### src/rtl/rs485_pkg.sv
// rs485_pkg -- shared definitions for the RS485 word transmitter.
//   SYNC_BYTE_DEFAULT : default frame header byte
//   FRAME_BYTES       : bytes per frame (header, data high, data low, check)
//   rs485_state_t     : frame sequencer states
//   frame_byte()      : selects the byte sent at a given frame position
package rs485_pkg;

    localparam logic [7:0] SYNC_BYTE_DEFAULT = 8'hA5;
    localparam int         FRAME_BYTES       = 4;

    typedef enum logic [2:0] {
        IDLE,
        DE_SETUP,
        START,
        DATA,
        STOP,
        DE_HOLD,
        DONE
    } rs485_state_t;

    function automatic logic [7:0] frame_byte(input logic [7:0]  sync,
                                              input logic [15:0] word,
                                              input logic [1:0]  idx);
        logic [7:0] b;
        case (idx)
            2'd0:    b = sync;
            2'd1:    b = word[15:8];
            2'd2:    b = word[7:0];
            default: b = sync ^ word[15:8] ^ word[7:0];
        endcase
        return b;
    endfunction

endpackage

### src/rtl/rs485_byte_ser.sv
// rs485_byte_ser -- 8N1 byte serializer, LSB first.
//   HCLK, HRESETn : clock, asynchronous active-low reset
//   load          : start a new byte (takes priority; may coincide with done)
//   byte_in       : byte to send, sampled when load=1
//   tx            : registered serial output, idle high
//   bit_tick      : high on the last cycle of every bit
//   done          : high on the last cycle of the stop bit
//   bit_idx       : current bit, 0 = start, 1..8 = data, 9 = stop
module rs485_byte_ser #(
    parameter int CLKS_PER_BIT = 434
) (
    input  logic       HCLK,
    input  logic       HRESETn,
    input  logic       load,
    input  logic [7:0] byte_in,
    output logic       tx,
    output logic       bit_tick,
    output logic       done,
    output logic [3:0] bit_idx
);

    localparam int            CW         = $clog2(CLKS_PER_BIT);
    localparam logic [CW-1:0] CNT_RELOAD = CW'(CLKS_PER_BIT - 1);

    logic          active;
    logic [CW-1:0] cnt;
    logic [8:0]    shreg;   // remaining data bits with the stop bit on top

    assign bit_tick = active && (cnt == '0);
    assign done     = bit_tick && (bit_idx == 4'd9);

    always_ff @(posedge HCLK or negedge HRESETn) begin
        if (!HRESETn) begin
            active  <= 1'b0;
            cnt     <= '0;
            shreg   <= '0;
            bit_idx <= '0;
            tx      <= 1'b1;
        end else if (load) begin
            // Loading on the stop bit's last cycle keeps bytes gap-free.
            active  <= 1'b1;
            cnt     <= CNT_RELOAD;
            shreg   <= {1'b1, byte_in};
            bit_idx <= '0;
            tx      <= 1'b0;
        end else if (bit_tick) begin
            if (done) begin
                active  <= 1'b0;
                bit_idx <= '0;
                tx      <= 1'b1;
            end else begin
                tx      <= shreg[0];
                shreg   <= {1'b1, shreg[8:1]};
                bit_idx <= bit_idx + 4'd1;
                cnt     <= CNT_RELOAD;
            end
        end else if (active) begin
            cnt <= cnt - CW'(1);
        end
    end

endmodule

### src/rtl/rs485_word_tx.sv
// rs485_word_tx -- sends 16-bit words as 4-byte framed UART bursts on RS485.
//   HCLK, HRESETn : clock, asynchronous active-low reset
//   DATA_IN, VALID: word and its single-cycle strobe
//   OVR_CLR       : synchronous clear of OVERRUN (a same-cycle drop wins)
//   TX            : serial line, idle high
//   DE, RE_n      : transceiver enables (RE_n follows DE)
//   TX_BUSY       : high while a word is being or about to be sent
//   TX_COMPLETE   : one-cycle pulse at end of frame
//   OVERRUN       : sticky, set when a word is dropped
//
// state    | meaning
// IDLE     | line idle, DE low, waiting for VALID
// DE_SETUP | DE high, TX high for the guard time before the first start bit
// START    | start bit of the current byte
// DATA     | eight data bits of the current byte
// STOP     | stop bit; next byte loads on its last cycle
// DE_HOLD  | DE high, TX high for the guard time after the last stop bit
// DONE     | single cycle, DE low, TX_COMPLETE high
module rs485_word_tx
    import rs485_pkg::*;
#(
    parameter int         CLKS_PER_BIT = 434,
    parameter int         GUARD_BITS   = 2,
    parameter logic [7:0] SYNC_BYTE    = SYNC_BYTE_DEFAULT
) (
    input  logic        HCLK,
    input  logic        HRESETn,
    input  logic [15:0] DATA_IN,
    input  logic        VALID,
    input  logic        OVR_CLR,
    output logic        TX,
    output logic        DE,
    output logic        RE_n,
    output logic        TX_BUSY,
    output logic        TX_COMPLETE,
    output logic        OVERRUN
);

    localparam int            GUARD_CLKS   = GUARD_BITS * CLKS_PER_BIT;
    localparam int            GW           = $clog2(GUARD_CLKS);
    localparam logic [GW-1:0] GUARD_RELOAD = GW'(GUARD_CLKS - 1);
    localparam logic [1:0]    LAST_BYTE    = 2'(FRAME_BYTES - 1);

    rs485_state_t  state, state_nx;
    logic [15:0]   shift_word, shift_word_nx;
    logic [15:0]   pend_word, pend_word_nx;
    logic          pend_full, pend_full_nx;
    logic [1:0]    byte_idx, byte_idx_nx;
    logic [1:0]    byte_idx_inc;
    logic [GW-1:0] guard_cnt, guard_cnt_nx;
    logic          overrun_nx;
    logic          de_q, busy_q, complete_q, overrun_q;

    logic          ser_load;
    logic [7:0]    ser_byte;
    logic          ser_tick, ser_done;
    logic [3:0]    ser_bit_idx;

    assign byte_idx_inc = byte_idx + 2'd1;

    rs485_byte_ser #(
        .CLKS_PER_BIT (CLKS_PER_BIT)
    ) u_byte_ser (
        .HCLK     (HCLK),
        .HRESETn  (HRESETn),
        .load     (ser_load),
        .byte_in  (ser_byte),
        .tx       (TX),
        .bit_tick (ser_tick),
        .done     (ser_done),
        .bit_idx  (ser_bit_idx)
    );

    always_comb begin
        state_nx      = state;
        shift_word_nx = shift_word;
        pend_word_nx  = pend_word;
        pend_full_nx  = pend_full;
        byte_idx_nx   = byte_idx;
        guard_cnt_nx  = guard_cnt;
        overrun_nx    = overrun_q;
        ser_load      = 1'b0;
        ser_byte      = frame_byte(SYNC_BYTE, shift_word, 2'd0);

        if (OVR_CLR) begin
            overrun_nx = 1'b0;
        end

        // Words arriving mid-frame go to the one-entry buffer; IDLE and DONE
        // take VALID directly in the case below.
        if (VALID && (state != IDLE) && (state != DONE)) begin
            if (pend_full) begin
                overrun_nx = 1'b1;
            end else begin
                pend_word_nx = DATA_IN;
                pend_full_nx = 1'b1;
            end
        end

        case (state)
            IDLE: begin
                if (VALID) begin
                    shift_word_nx = DATA_IN;
                    guard_cnt_nx  = GUARD_RELOAD;
                    state_nx      = DE_SETUP;
                end
            end
            DE_SETUP: begin
                if (guard_cnt == '0) begin
                    ser_load    = 1'b1;
                    byte_idx_nx = 2'd0;
                    state_nx    = START;
                end else begin
                    guard_cnt_nx = guard_cnt - GW'(1);
                end
            end
            START: begin
                if (ser_tick) begin
                    state_nx = DATA;
                end
            end
            DATA: begin
                if (ser_tick && (ser_bit_idx == 4'd8)) begin
                    state_nx = STOP;
                end
            end
            STOP: begin
                if (ser_done) begin
                    if (byte_idx != LAST_BYTE) begin
                        ser_load    = 1'b1;
                        ser_byte    = frame_byte(SYNC_BYTE, shift_word, byte_idx_inc);
                        byte_idx_nx = byte_idx_inc;
                        state_nx    = START;
                    end else begin
                        guard_cnt_nx = GUARD_RELOAD;
                        state_nx     = DE_HOLD;
                    end
                end
            end
            DE_HOLD: begin
                if (guard_cnt == '0) begin
                    state_nx = DONE;
                end else begin
                    guard_cnt_nx = guard_cnt - GW'(1);
                end
            end
            DONE: begin
                guard_cnt_nx = GUARD_RELOAD;
                if (pend_full) begin
                    shift_word_nx = pend_word;
                    pend_full_nx  = 1'b0;
                    state_nx      = DE_SETUP;
                    if (VALID) begin
                        overrun_nx = 1'b1;
                    end
                end else if (VALID) begin
                    // Equivalent to buffering the word and sending it next,
                    // without a TX_BUSY dip through IDLE.
                    shift_word_nx = DATA_IN;
                    state_nx      = DE_SETUP;
                end else begin
                    state_nx = IDLE;
                end
            end
            default: state_nx = IDLE;
        endcase
    end

    always_ff @(posedge HCLK or negedge HRESETn) begin
        if (!HRESETn) begin
            state      <= IDLE;
            shift_word <= '0;
            pend_word  <= '0;
            pend_full  <= 1'b0;
            byte_idx   <= '0;
            guard_cnt  <= '0;
            overrun_q  <= 1'b0;
            de_q       <= 1'b0;
            busy_q     <= 1'b0;
            complete_q <= 1'b0;
        end else begin
            state      <= state_nx;
            shift_word <= shift_word_nx;
            pend_word  <= pend_word_nx;
            pend_full  <= pend_full_nx;
            byte_idx   <= byte_idx_nx;
            guard_cnt  <= guard_cnt_nx;
            overrun_q  <= overrun_nx;
            // Outputs decoded from the next state so they are plain flops.
            de_q       <= (state_nx != IDLE) && (state_nx != DONE);
            busy_q     <= (state_nx != IDLE);
            complete_q <= (state_nx == DONE);
        end
    end

    assign DE          = de_q;
    assign RE_n        = de_q;
    assign TX_BUSY     = busy_q;
    assign TX_COMPLETE = complete_q;
    assign OVERRUN     = overrun_q;

endmodule

### config.mk
export PLATFORM = sky130hd
export DESIGN_NAME = rs485_word_tx
export DESIGN_NICKNAME = d
export VERILOG_FILES = /design/src/rtl/rs485_pkg.sv /design/src/rtl/rs485_byte_ser.sv /design/src/rtl/rs485_word_tx.sv
export SDC_FILE = /design/constraint.sdc
export NUM_CORES = 1
export LEC_CHECK = 0
export ABC_AREA = 1
export BUFFER_PORTS_ARGS = -buffer_cell sky130_fd_sc_hd__buf_2
export CORE_MARGIN = 2
export CORE_UTILIZATION = 32
export DETAILED_ROUTE_END_ITERATION = 12
export GPL_TIMING_DRIVEN = 1
export REMOVE_ABC_BUFFERS = 1
export SLEW_MARGIN = 10
export SYNTH_ARGS = -nofsm -noshare
export SYNTH_HDL_FRONTEND = slang
export SYNTH_HIERARCHICAL = 1
export SYNTH_SLANG_ARGS = --single-unit
### constraint.sdc
create_clock -name HCLK -period 2.98 [get_ports HCLK]
set_input_delay 0.596 -clock HCLK [delete_from_list [all_inputs] [get_ports HCLK]]
set_output_delay 0.596 -clock HCLK [all_outputs]
set_load 0.02 [all_outputs]
==> qor.csv <==
stage;metric;value;unit
timing;finClkSkew;7.26;ps
yosys;yosysUniqueCellTypes;34;
timing;period_minus_slack;2620;ps
yosys;yosysTopAreaCellShare;42.0;%
clock_network;cts_buffer_depth;2;
timing;hold_viol_final;0;
layout;final_cells;803;
critical_path;crit_type;flip-flop to flip-flop;
floorplan;die_x;122;µm
timing;period_share;87.8;%
clock_network;cts_root_buf;clkbuf_16;
critical_path;cp-end-kind;flip-flop;
floorplan;start_util;32.4;%
global_route;track_usage;14.3;%
layout;nets;646;
clock_network;cts_tree;done;
global_route;overflow;0;
yosys;ys_seq_area_share;42.6;%
clock_network;clock_latency;340;ps
yosys;synth_cells;597;
timing;setup_viol;0;
yosys;synth.avg_cell_area;7.48;µm²
clock_network;hold_buffers;0;
placed_design;dpl.hpwl;6.65;mm
critical_path;cp.arrival;2890;ps
power_and_ir_drop;leakage;2.59;nW
clock_network;postCtsSetupRepairBufs;0;
detailed_routing;viasPerCell;4.87;
yosys;ys_seq_elements;76;
clock_network;cts_buffers;9;
timing;final.setup.tns;0;ps
hold_path;min_path_type;input port to async pin;
timing;final-max-slew-violation-count;0;
yosys;synth_edf_count;0;
floorplan;die_h;122;µm
placed_design;pre_cts_slack;402;ps
run_status;run_status;finished, final reports clean;
detailed_routing;route.detailed.drc;0;
clock_network;cts_resized;0;
yosys;ys_async_sr_fraction;100;%
detailed_routing;vias;3910;
floorplan;coreArea;13800;µm²
detailed_routing;wl_per_cell;12.1;µm
global_route;grt_pass1_vias;3796;
yosys;synth.area.top_cells;dfrtp_1 (42%), nand2_1 (14%), nand3_1 (6.1%);
global_route;grt_pass1_wl;17.1;mm
layout;final_util;37.0;%
global_route;antenna_found_initial;0;
floorplan;die_area;14900;µm²
placed_design;place_congestion;0.816;
layout;synthToLayoutAreaGrowth;14.2;%
yosys;yosysWarnings;6;
yosys;synthFlopType;dfrtp_1;
yosys;synthesis.area;4470;µm²
timing;rsz0062_at_grt;no;
power_and_ir_drop;power;2.34;mW
critical_path;critPathLaunchType;flip-flop;
critical_path;cp.required;3260;ps
timing;fmax;0.382;GHz
power_and_ir_drop;power_density;459;nW/µm²
floorplan;core.rowCount;43;
clock_network;cts_max_level;3;
detailed_routing;drtIter0Drc;201;
placed_design;portBuffers;25;
floorplan;pin_count;26;
timing;relSlewSlack;33.0;%
timing;worst_slack;363;ps
layout;diodes;0;
detailed_routing;first_pass_iters;4;
detailed_routing;routed_wl;9.74;mm
global_route;grt_max_degree;77;
flow_run;cap_viol_max_count;0;
critical_path;critPathMaxFanout;18;
detailed_routing;ant_nets;0;
clock_network;clk_pin_slew;60;ps
placed_design;dpl.cell_count;787;
timing;tightest_slew;1000;ps
power_and_ir_drop;vdd_drop_max;0.321;mV
clock_network;cts_sinks;76;
yosys;synth_top_area_cell;dfrtp_1;
layout;drive_above_1_share;12.2;%
[final timing paths]
| kind | startpoint | end | slack, ps | cells past startpoint |
|---|---|---|---|---|
| max | u_byte_ser/cnt[0]$_DFFE_PN0P_ | u_byte_ser/cnt[0]$_DFFE_PN0P_ | 360 | 17 |
| min | HRESETn | guard_cnt[5]$_DFFE_PN0P_ | 400 | 1 |
| max reg2reg | u_byte_ser/cnt[0]$_DFFE_PN0P_ | u_byte_ser/cnt[0]$_DFFE_PN0P_ | 360 | 17 |
| min reg2reg | pend_word[4]$_DFFE_PN0P_ | pend_word[4]$_DFFE_PN0P_ | 470 | 2 |
| max in group asynchronous | HRESETn | guard_cnt[8]$_DFFE_PN0P_ | 1900 | 1 |
| min in group HCLK | OVR_CLR | OVERRUN$_DFF_PN0_ | 440 | 2 |
[synth_stat cells (3+ instances only)]
master / number
o21ai_1: 5
clkbuf_1: 10
nand2_2: 7
a21oi_1: 24
inv_1: 64
nor2_4: 4
o22ai_1: 3
nand2_1: 168
nand4_1: 7
dfrtp_1: 75
o21ai_0: 36
ha_1: 8
nand2_4: 3
o211ai_1: 24
nand3_1: 54
nor2_2: 3
xor2_1: 10
buf_2: 10
a221oi_1: 5
o21ai_4: 3
nor2_1: 57
[sequential cells by signal (all words and copies together), names as in the netlist]
signal / cells
DE: 1
OVERRUN: 1
TX_BUSY: 1
TX_COMPLETE: 1
byte_idx: 2
guard_cnt: 10
pend_full: 1
pend_word: 16
shift_word: 16
state: 3
u_byte_ser/active: 1
u_byte_ser/bit_idx: 4
u_byte_ser/cnt: 9
u_byte_ser/shreg: 9
u_byte_ser/tx: 1
[kinds of logic after synthesis]
| logic type | synth area share (%) |
|---|---|
| AND/OR/NAND/NOR | 30.0 |
| buffers and inverters | 8.38 |
| XOR/XNOR | 2.35 |
| adder cells (fa/ha/maj) | 2.24 |
| flip-flops | 42.6 |
| AO/OA/AOI/OAI | 14.4 |
[layer usage]
layer	vias to the layer above	GRT usage [%]	part of all wire [%]	wire length, µm
met5	-	0	0	0
met4	0	6.39	2.0	199
met3	14	3.23	4.1	399
met2	76	22.6	46	4440
met1	1831	18.8	48	4700
li1	1989	-	-	-
[placed cells by master (no fill, tap or decap), types with 3 or more instances in the layout]
cell type and n:
inv_1 64, nand2_2 7, ha_1 8, a21oi_1 24
nor2_2 3, o211ai_1 24, nor2_4 4, xor2_1 10
clkbuf_8 3, a221oi_1 5, nand3_1 54, nand4_1 7
nand2_1 168, buf_2 24, o21ai_4 3, clkbuf_16 9
nand2_4 3, nor2_1 57, dfrtp_1 75, o21ai_1 5
buf_4 9, o21ai_0 36, o22ai_1 3
[worst max-delay path, stage by stage, from the launching register on]
cell	delay (ps)
dfrtp_1	390
inv_1	110
ha_1	210
nand2_2	110
nor2_4	140
nand3_2	80
inv_1	80
nand2_1	70
inv_1	120
inv_1	50
nor2_1	150
nand3_1	110
nand2_1	120
inv_1	250
buf_4	300
nand2_4	140
nand2_1	60
nand2_1	60
[area by class of cell]
cell class,count,area [µm²]
clock buffer,13,270
clock inverter,3,67.6
fill,1486,8670
inverter,67,256
multi-input combinational,431,2190
sequential,76,1900
tap,180,225
timing repair buffer,33,188
[power by group]
part	total [mW]	switching, mW	internal [mW]
combinational	0.0739	0.0507	0.0231
clock	1.23	0.430	0.802
sequential	1.03	0.000480	1.03
[per-stage QoR]
step / hold slack (ps) / instance area [µm²]
after global placement: 451 / 4760
after detailed placement: 455 / 4760
after global routing: 438 / 5100
after floorplan: 300 / 4350
after CTS: 431 / 5100
final: 400 / 5100
Power figures use the tool's default switching activity.
